[src/rtl/mem_access_ctrl.sv]
// Requester-side controller for a 16-byte edge-strobed memory.
// Each transaction runs IDLE -> SETUP -> STROBE (STROBE_CYC clocks) -> HOLD -> IDLE.
// Address and data are set up one clock before the strobe rises and held one clock after it falls.
module mem_access_ctrl #(
  parameter int unsigned STROBE_CYC = 1
) (
  input  logic       clk,
  input  logic       rst_n,
  input  logic       req_valid,
  output logic       req_ready,
  input  logic       req_write,
  input  logic [3:0] req_addr,
  input  logic [7:0] req_wdata,
  output logic       resp_valid,
  output logic [7:0] resp_rdata,
  output logic [3:0] mem_addr,
  output logic [7:0] mem_wdata,
  output logic       mem_read,
  output logic       mem_write,
  input  logic [7:0] mem_rdata
);

  typedef enum logic [1:0] {IDLE, SETUP, STROBE, HOLD} state_t;

  localparam logic [3:0] CNT_INIT = 4'(STROBE_CYC);

  state_t     state, state_nxt;
  logic [3:0] cnt, cnt_nxt;
  logic       op;
  logic       accept;

  assign req_ready = (state == IDLE);
  assign accept    = req_valid && (state == IDLE);

  // State and strobe down-counter registers.
  always_ff @(posedge clk or negedge rst_n) begin
    if (!rst_n) begin
      state <= IDLE;
      cnt   <= '0;
    end else begin
      state <= state_nxt;
      cnt   <= cnt_nxt;
    end
  end

  // Next-state logic; the counter is loaded on SETUP->STROBE and exits STROBE on its last count.
  always_comb begin
    state_nxt = state;
    cnt_nxt   = cnt;
    unique case (state)
      IDLE: begin
        if (accept) state_nxt = SETUP;
      end
      SETUP: begin
        state_nxt = STROBE;
        cnt_nxt   = CNT_INIT;
      end
      STROBE: begin
        if (cnt <= 4'd1) begin
          state_nxt = HOLD;
          cnt_nxt   = '0;
        end else begin
          cnt_nxt = cnt - 4'd1;
        end
      end
      HOLD: begin
        state_nxt = IDLE;
      end
      default: begin
        state_nxt = IDLE;
        cnt_nxt   = '0;
      end
    endcase
  end

  // Datapath: request capture, registered strobes and response generation.
  // Strobes are registered from state_nxt so they rise and fall on the same edges as the STROBE state.
  always_ff @(posedge clk or negedge rst_n) begin
    if (!rst_n) begin
      mem_addr   <= '0;
      mem_wdata  <= '0;
      op         <= 1'b0;
      mem_read   <= 1'b0;
      mem_write  <= 1'b0;
      resp_valid <= 1'b0;
      resp_rdata <= '0;
    end else begin
      if (accept) begin
        mem_addr  <= req_addr;
        mem_wdata <= req_wdata;
        op        <= req_write;
      end
      mem_read   <= (state_nxt == STROBE) && !op;
      mem_write  <= (state_nxt == STROBE) && op;
      resp_valid <= (state == HOLD);
      if ((state == HOLD) && !op) resp_rdata <= mem_rdata;
    end
  end

endmodule

[config.mk]
export PLATFORM = sky130hd
export DESIGN_NAME = mem_access_ctrl
export DESIGN_NICKNAME = d
export VERILOG_FILES = /design/src/rtl/mem_access_ctrl.sv
export SDC_FILE = /design/constraint.sdc
export NUM_CORES = 1
export LEC_CHECK = 0
export BUFFER_PORTS_ARGS = -buffer_cell sky130_fd_sc_hd__buf_2
export CORE_UTILIZATION = 50
export CTS_BUF_LIST = sky130_fd_sc_hd__clkbuf_8
export DETAILED_ROUTE_END_ITERATION = 12
export PLACE_DENSITY = 0.81
export SLEW_MARGIN = 30
export SYNTH_ARGS = -nofsm -noshare
export SYNTH_HDL_FRONTEND = slang
export SYNTH_SLANG_ARGS = --single-unit
export TNS_END_PERCENT = 100
[constraint.sdc]
create_clock -name clk -period 1.6 [get_ports clk]
set_input_delay 0.4 -clock clk [delete_from_list [all_inputs] [get_ports clk]]
set_output_delay 0.4 -clock clk [all_outputs]
set_load 0.02 [all_outputs]
# --- Yosys cells after proc, flatten, opt, wreduce, memory -nomap -nowiden ---
# Cells that the tools add are included.
classes:
  bitwise_logic: 0
  muxes: 5
  n_reduce_logical: 7
  magnitude_cmp: 1
  mul: 0
  n_div: 0
  shifts: 0
  n_eq_ne: 4
  n_addsub: 1
ops:
  columns: ["op", "count"]
  rows:
  - ["$pmux W2 S4", 1]
  - ["$pmux W4 S2", 1]
  - ["$eq A2 B2 Y1 const B", 3]
  - ["$le A4 B1 Y1 const B", 1]
  - ["$logic_and A1 B1 Y1", 4]
  - ["$mux W2", 2]
  - ["$mux W4", 1]
  - ["$sub A4 B1 Y4 const B", 1]
  - ["$eq A2 B1 Y1 const B", 1]
  - ["$logic_not A2 Y1", 1]
  - ["$reduce_bool A2 Y1", 1]
  - ["$logic_not A1 Y1", 1]
totals:
  mem_bits_rw: 0
  latchBits: 0
  regBits: 30
  output_inout_bits: 24
  rom_bits: 0
  inputBits: 24
  n_memories: 0

# --- Depth between registers and ports, before layout ---
# Gate-level depths: netlist (run 1).
depth:
  word_depth: 6
  ltp_mapped: 5

# --- Worst setup path after synthesis (run 1) ---
# Ideal clock, no wire load.
synth_path:
  path_type: "flip-flop to flip-flop"
  from: "register state[0]"
  to: "register mem_addr[0]"
  setup_ns: 0.125
  synth_period_minus_slack_ns: 1.562
  stages_incl_launch_ff: 6
  arrival_ns: 1.437
  required_ns: 1.475
  path_slack_ns: 0.038
  n_path_buf: 1
  cell_sequence: "dfrtp_1 > inv_1 > ha_1 > nand2_1 > buf_2 > mux2_2"
synth_between:
  elab_chain_cells: 2
synth_rtl:
  columns: ["item", "line_no", "text"]
  rows:
  - ["start, declared", "27", "state_t state, state_nxt;"]
  - ["start signal, assigned", "41", "state <= state_nxt;"]
  - ["$logic_not A2 Y1", null, null]
  - ["net req_ready", "10", "output logic req_ready,"]
  - ["$logic_and A1 B1 Y1", "33", "assign accept = req_valid && (state == IDLE);"]
  - ["end signal, assigned", "89", "mem_addr <= req_addr;"]
  - ["end, declared", "16", "output logic [3:0] mem_addr,"]
# The timed path passes the listed nets, and every way through them passes these cells.
# A chain may end at the register's enable or synchronous reset.

# --- Worst setup path after layout (run 1) ---
layout_path:
  from: "register state[0]"
  to: "output port req_ready"
layout_between:
  elab_chain_cells: 1
layout_rtl:
  columns: ["item", "line_no", "text"]
  rows:
  - ["$logic_not A2 Y1", "32", "assign req_ready = (state == IDLE);"]
  - ["end, declared", "10", null]
# Every way passes these cells.

==> results of run 1 <==
-- worst max-delay path: cells and delay by family (launching register included) --
kind	cells	cell delay [ns]
adders and majority gates	1	0.22
buffers and inverters	2	0.23
DFF	1	0.39
-- timing repair --
| action | in CTS | in global routing |
|---|---|---|
| resized for setup | 0 | 2 |
| endpoints found under the hold margin | 0 | 0 |
| setup endpoints to repair | 0 | 1 |
-- sequential cells by signal, summed over array words and instances (netlist names) --
register / count
cnt: 4
mem_addr: 4
mem_read: 1
mem_wdata: 8
mem_write: 1
op: 1
resp_rdata: 8
resp_valid: 1
state: 2
-- final cells by class --
class | count | area [µm²]
Fill cell | 176 | 652
Clock inverter | 2 | 8.76
Timing Repair Buffer | 50 | 260
Clock buffer | 6 | 82.6
Tap cell | 28 | 35.0
Inverter | 5 | 18.8
Multi-Input combinational cell | 52 | 468
Sequential cell | 30 | 751
-- cells by family after synthesis --
| logic type | share of synthesized area |
|---|---|
| multiplexers | 0.190 |
| AO/OA/AOI/OAI | 0.0652 |
| flip-flops | 0.602 |
| AND/OR/NAND/NOR | 0.0602 |
| adder cells (fa/ha/maj) | 0.0602 |
| buffers and inverters | 0.0231 |
-- routing by layer --
layer  routed length (µm)  part of all wire  global-route usage  up-vias
li1                     -                 -                   -      424
met1                  932              0.40               0.210      422
met2                 1180              0.51               0.331       36
met3                  170             0.073              0.0965        4
met4                   51             0.022               0.140        0
met5                    0                 0                   0        -
-- worst min-delay path by stage --
stage                                     end  start  slack [ns]  cells past startpoint
floorplan                  cnt[0]$_DFFE_PN0P_  rst_n        0.10                      0
global placement    resp_rdata[7]$_DFFE_PN0P_  rst_n        0.45                      1
detailed placement  resp_rdata[7]$_DFFE_PN0P_  rst_n        0.46                      1
CTS                 resp_rdata[1]$_DFFE_PN0P_  rst_n        0.16                      1
global route        resp_rdata[1]$_DFFE_PN0P_  rst_n        0.20                      1
finish              resp_rdata[7]$_DFFE_PN0P_  rst_n        0.15                      1
-- through the flow --
stage / hold slack (ns) / instance area, µm² / setup slack (ns) / util / instances
6_report: 0.151 / 1620 / 0.0859 / 0.714 / 173
5_1_grt: 0.203 / 1620 / 0.0185 / 0.714 / 173
4_1_cts: 0.159 / 1620 / 0.0133 / 0.712 / 173
3_5_place_dp: 0.461 / 1530 / 0.156 / 0.672 / 165
3_3_place_gp: 0.454 / 1530 / 0.238 / 0.672 / 165
2_1_floorplan: 0.104 / 1250 / 0.0383 / - / 89
-- report_power, final --
part / internal, mW / total [mW] / leakage, nW / switching (mW)
Sequential: 1.12 / 1.31 / 0.364 / 0.188
Combinational: 0.729 / 1.67 / 0.409 / 0.946
Clock: 0.340 / 0.607 / 0.0524 / 0.267
-- cells in the mapped netlist (all sizes together) --
cell type	n	share of area
nand2	3	0.0090
o32ai	1	0.0070
a211oi	1	0.0060
and2	1	0.0050
or3	1	0.0090
buf	2	0.0080
ha	6	0.060
nor3	1	0.0040
o21ai	2	0.0080
inv	5	0.015
a21oi	1	0.0040
dfrtp	30	0.60
nor2b	3	0.015
o41ai	1	0.013
a31oi	3	0.015
nor2	4	0.012
nand3b	1	0.0060
o31ai	2	0.012
mux2	21	0.19
==> reports/metrics.cfg, run 1 <==
[clock_network]
ctsHoldBuffers=0
cts-root-buf=clkbuf_8
cts_buffer_depth=2
cts_setup_buffers=0
clkSinkCount=30
cts_tree=yes
clock_latency_ns=0.28
clk_pin_slew_worst_paths_ns=0.06
cts.htree.levels=2
cts_inserted_buffers=5

[route]
drt_iter0_markers=18
viasPerCell=5.12
firstDrtPassIters=4
drc=0
final_antenna_net_count=0
wl_um=2330
avgRoutedWirePerCell_um=13.5
vias=886

[setup_path]
r2r-start=state[0]$_DFF_PN0_
path_cells=inv_2 -> ha_1 -> buf_4
endpoint_kind=primary output
crit_start=state[0]$_DFF_PN0_
cp_slowest_stage_delay_ns=0.39
path_max_fanout=4
start_kind=flop
r2r.worst_path.cells=4
crit_arrival_ns=1.11
ff2ff_setup_slack_ns=0.16
crit_end=req_ready
worstPathRequired_ns=1.20
slowest_stage=dfrtp_1
reg2reg_to=cnt[1]$_DFFE_PN0P_
worstSetupPathType=flop to primary output

[placed_design]
io_buffers=47
place.gp.congestion=0.816
dp.final_hpwl_um=1710

[global_routing]
antenna_found_initial=0
grt_usage=0.206
grt_max_degree=31
grt_overflow=0
grt_pass1_wl_um=3700
grt_pass1_vias=852

[synth]
synth_seq_cells=30
synth_warnings=0
synth.net_count=119
yosysUniqueCellTypes=19
postSynthCellCount=89
avgSynthCellArea_um2=14.0
synthesis.area_um2=1250
synth-seq-area-share=0.602

[sta]
min_period_ns=1.51
hold_violations=0
slew_headroom=0.567
skew_ns=0.00255
drv_slew=0
rsz0062_at_grt=no
max_freq_mhz=660
tns_ns=0
setup_viol=0
worst-slew-pin-transition_ns=0.650
finalCritPeriodShare=0.946

[finish]
layout_commonest_cell=buf_2
areaGrowthSynthToFinish_pct=30.2
layout_common_cells=buf_2 (46), dfrtp_1 (30), mux2_2 (21), ha_1 (6), clkbuf_8 (6)
antenna_cells=0
nNetsFinal=174
drive_gt1_frac=0.559

[floorplanning]
ios=48
initial_utilization=0.548
die_h_um=52.0
die_w_um=52.0
die-area_um2=2700
floorplan.rows=17
core_area_um2=2280

[power_and_ir_drop]
leakagePower_nw=0.826
ir_drop_mv=1.43
power_density_nw_per_um2=2210
finalPower_mw=3.59

[job]
maxCapViolCount=0

[run_status]
status=completed

[hold_path]
hp-class=input pin to async pin

(Power assumes the default switching activity.)
==> run 2: changes to the inputs <==
--- a/config.mk
+++ b/config.mk
@@ -6,10 +6,10 @@
 export NUM_CORES = 1
 export LEC_CHECK = 0
 export BUFFER_PORTS_ARGS = -buffer_cell sky130_fd_sc_hd__buf_2
-export CORE_UTILIZATION = 50
+export CORE_UTILIZATION = 53
 export CTS_BUF_LIST = sky130_fd_sc_hd__clkbuf_8
 export DETAILED_ROUTE_END_ITERATION = 12
-export PLACE_DENSITY = 0.81
+export PLACE_DENSITY = 0.86
 export SLEW_MARGIN = 30
 export SYNTH_ARGS = -nofsm -noshare
 export SYNTH_HDL_FRONTEND = slang
==> constraint.sdc (replaced) <==
create_clock -name clk -period 1.93 [get_ports clk]
set_input_delay 0.4825 -clock clk [delete_from_list [all_inputs] [get_ports clk]]
set_output_delay 0.4825 -clock clk [all_outputs]
set_load 0.02 [all_outputs]
==> run 2 against run 1 <==
  * Worst hold slack better by 0.081 ns
  * Register-to-register slack better by 0.30 ns
  * Worst setup slack better by 0.19 ns
  * Cell area up 1.2%
  * Global-route usage up 0.86 points
  * Highest routed layer unchanged
  * Cell count down 0.58%
  * Via count up 0.34%
  * Clock power up 1%
  * Critical endpoint unchanged
==> reports/metrics.cfg, run 2 (synthesized netlist as in run 1, its figures left out) <==
[power_and_ir_drop]
power_frac_comb=0.446  ; was 0.467
leakagePower_nw=0.831  ; was 0.826 nW
ir_drop_mv=1.12  ; was 1.43 mV
power_switching_mw=1.16  ; was 1.40 mW
power_density_nw_per_um2=1880  ; was 2210 nW/µm²
finalPower_mw=3.10  ; was 3.59 mW
p_int_mw=1.94  ; was 2.19 mW
swShare=0.374  ; was 0.391
clock_power_share=0.199  ; was 0.169
p_seq_frac=0.355  ; was 0.364

[setup_path]
endpoint_kind=primary output  ; unchanged
crit_arrival_ns=1.17  ; was 1.11 ns
worstSetupPathType=flop to primary output  ; unchanged
start_kind=flop  ; unchanged
ff2ff_setup_slack_ns=0.46  ; was 0.16 ns
worstPathRequired_ns=1.45  ; was 1.20 ns
path_max_fanout=4  ; unchanged

[global_routing]
grt_overflow=0  ; unchanged
grt_max_degree=31  ; unchanged
grt_pass1_vias=890  ; was 852
grt_usage=0.214  ; was 0.206
antenna_found_initial=0  ; unchanged
grt_pass1_wl_um=3820  ; was 3700 µm

[sta]
slew_headroom=0.578  ; was 0.567
setup_viol=0  ; unchanged
rsz0062_at_grt=no  ; unchanged
finalCritPeriodShare=0.856
drv_slew=0  ; unchanged
hold_violations=0  ; unchanged
worst-slew-pin-transition_ns=0.633  ; was 0.650 ns
skew_ns=0.00827  ; was 0.00255 ns
max_freq_mhz=605
min_period_ns=1.65
tns_ns=0  ; unchanged

[placed_design]
dp.final_hpwl_um=1780  ; was 1710 µm
io_buffers=47  ; unchanged
place.gp.congestion=0.820  ; was 0.816

[floorplanning]
die_w_um=50.5  ; was 52.0 µm
floorplan.rows=17  ; unchanged
core_area_um2=2210  ; was 2280 µm²
die-area_um2=2550  ; was 2700 µm²
initial_utilization=0.564  ; was 0.548
ios=48  ; unchanged
die_h_um=50.5  ; was 52.0 µm

[hold_path]
hp-class=input pin to async pin  ; unchanged

[route]
final_antenna_net_count=0  ; unchanged
wl_um=2310  ; was 2330 µm
avgRoutedWirePerCell_um=13.4  ; was 13.5 µm
drc=0  ; unchanged
vias=889  ; was 886
drt_iter0_markers=8  ; was 18
firstDrtPassIters=4  ; unchanged
viasPerCell=5.17  ; was 5.12

[finish]
layout_common_cells=buf_2 (47), dfrtp_1 (30), mux2_2 (21), ha_1 (6), clkbuf_8 (6)  ; was buf_2 (46), dfrtp_1 (30), mux2_2 (21), ha_1 (6), clkbuf_8 (6)
nNetsFinal=174  ; unchanged
layout_commonest_cell=buf_2  ; unchanged
antenna_cells=0  ; unchanged
drive_gt1_frac=0.556  ; was 0.559
n_fill_cell=149  ; was 176
areaGrowthSynthToFinish_pct=31.7  ; was 30.2%
reg_top3=mem_wdata x8, resp_rdata x8  ; unchanged

[clock_network]
cts_tree=yes  ; unchanged
cts_inserted_buffers=5  ; unchanged
clock_latency_ns=0.27  ; was 0.28 ns
ctsHoldBuffers=0  ; unchanged
cts.htree.levels=2  ; unchanged
clk_pin_slew_worst_paths_ns=0.06  ; about the same
ctsResizeCount=0  ; unchanged
cts_setup_buffers=0  ; unchanged
cts_buffer_depth=2  ; unchanged
cts-root-buf=clkbuf_8  ; unchanged
clkSinkCount=30  ; unchanged

[job]
maxCapViolCount=0  ; unchanged

[run_status]
status=completed  ; unchanged

==> run 2: cell count changes in the layout (fill, tap and decap cells not counted), sizes merged <==
cell,delta
inv,-1
clkinv,-1
bufinv,+1
==> run 2: power by group through the flow <==
stage / clock network, mW / logic, mW / registers (mW)
floorplan: 0 / 0.658 / 1.38
global placement: 0 / 1.34 / 1.08
detailed placement: 0 / 1.38 / 1.11
CTS: 0.632 / 1.40 / 1.10
global route: 0.662 / 1.51 / 1.14
finish: 0.615 / 1.38 / 1.10
==> run 2: cell type report <==
class                   count  area (µm²)  share of cell area
well taps                  28        35.0              0.0213
inverters                   5        18.8              0.0114
clock buffers               6        82.6              0.0503
repair buffers             50         258               0.157
clock inverters             1        30.0              0.0183
flip-flops and latches     30         751               0.457
multi-input cells          52         468               0.285
==> run 2: critical path, stage by stage, from the launching register on <==
cell and delay, ns:
dfrtp_1 0.40, inv_1 0.13, ha_1 0.19, buf_2 0.17
==> run 2: final timing paths <==
check	startpoint	endpoint	cells past startpoint
setup / recovery	state[0]$_DFF_PN0_	req_ready	3
hold / removal	rst_n	resp_rdata[1]$_DFFE_PN0P_	1
setup reg to reg	state[0]$_DFF_PN0_	mem_read$_DFF_PN0_	6
hold reg to reg	op$_DFFE_PN0P_	mem_read$_DFF_PN0_	1
max in group asynchronous	rst_n	mem_wdata[1]$_DFFE_PN0P_	1
min in group clk	mem_rdata[5]	resp_rdata[5]$_DFFE_PN0P_	2
==> run 2: metrics by stage <==
| stage | setup slack (ns) | hold slack, ns | cell area, µm² | cells | utilization |
|---|---|---|---|---|---|
| after floorplan | 0.368 | 0.187 | 1250 | 89 | - |
| final | 0.277 | 0.232 | 1640 | 172 | 0.743 |
| after detailed placement | 0.508 | 0.483 | 1530 | 165 | 0.692 |
| after CTS | 0.278 | 0.252 | 1640 | 172 | 0.743 |
| after global placement | 0.565 | 0.469 | 1530 | 165 | 0.692 |
| after global routing | 0.208 | 0.286 | 1640 | 172 | 0.743 |
==> run 2: metal layers <==
layer	vias up	routed length, µm	GRT usage
li1	420	-	-
met1	430	880	0.230
met2	35	1240	0.373
met3	4	149	0.0788
met4	0	37	0.0972
met5	-	0	0
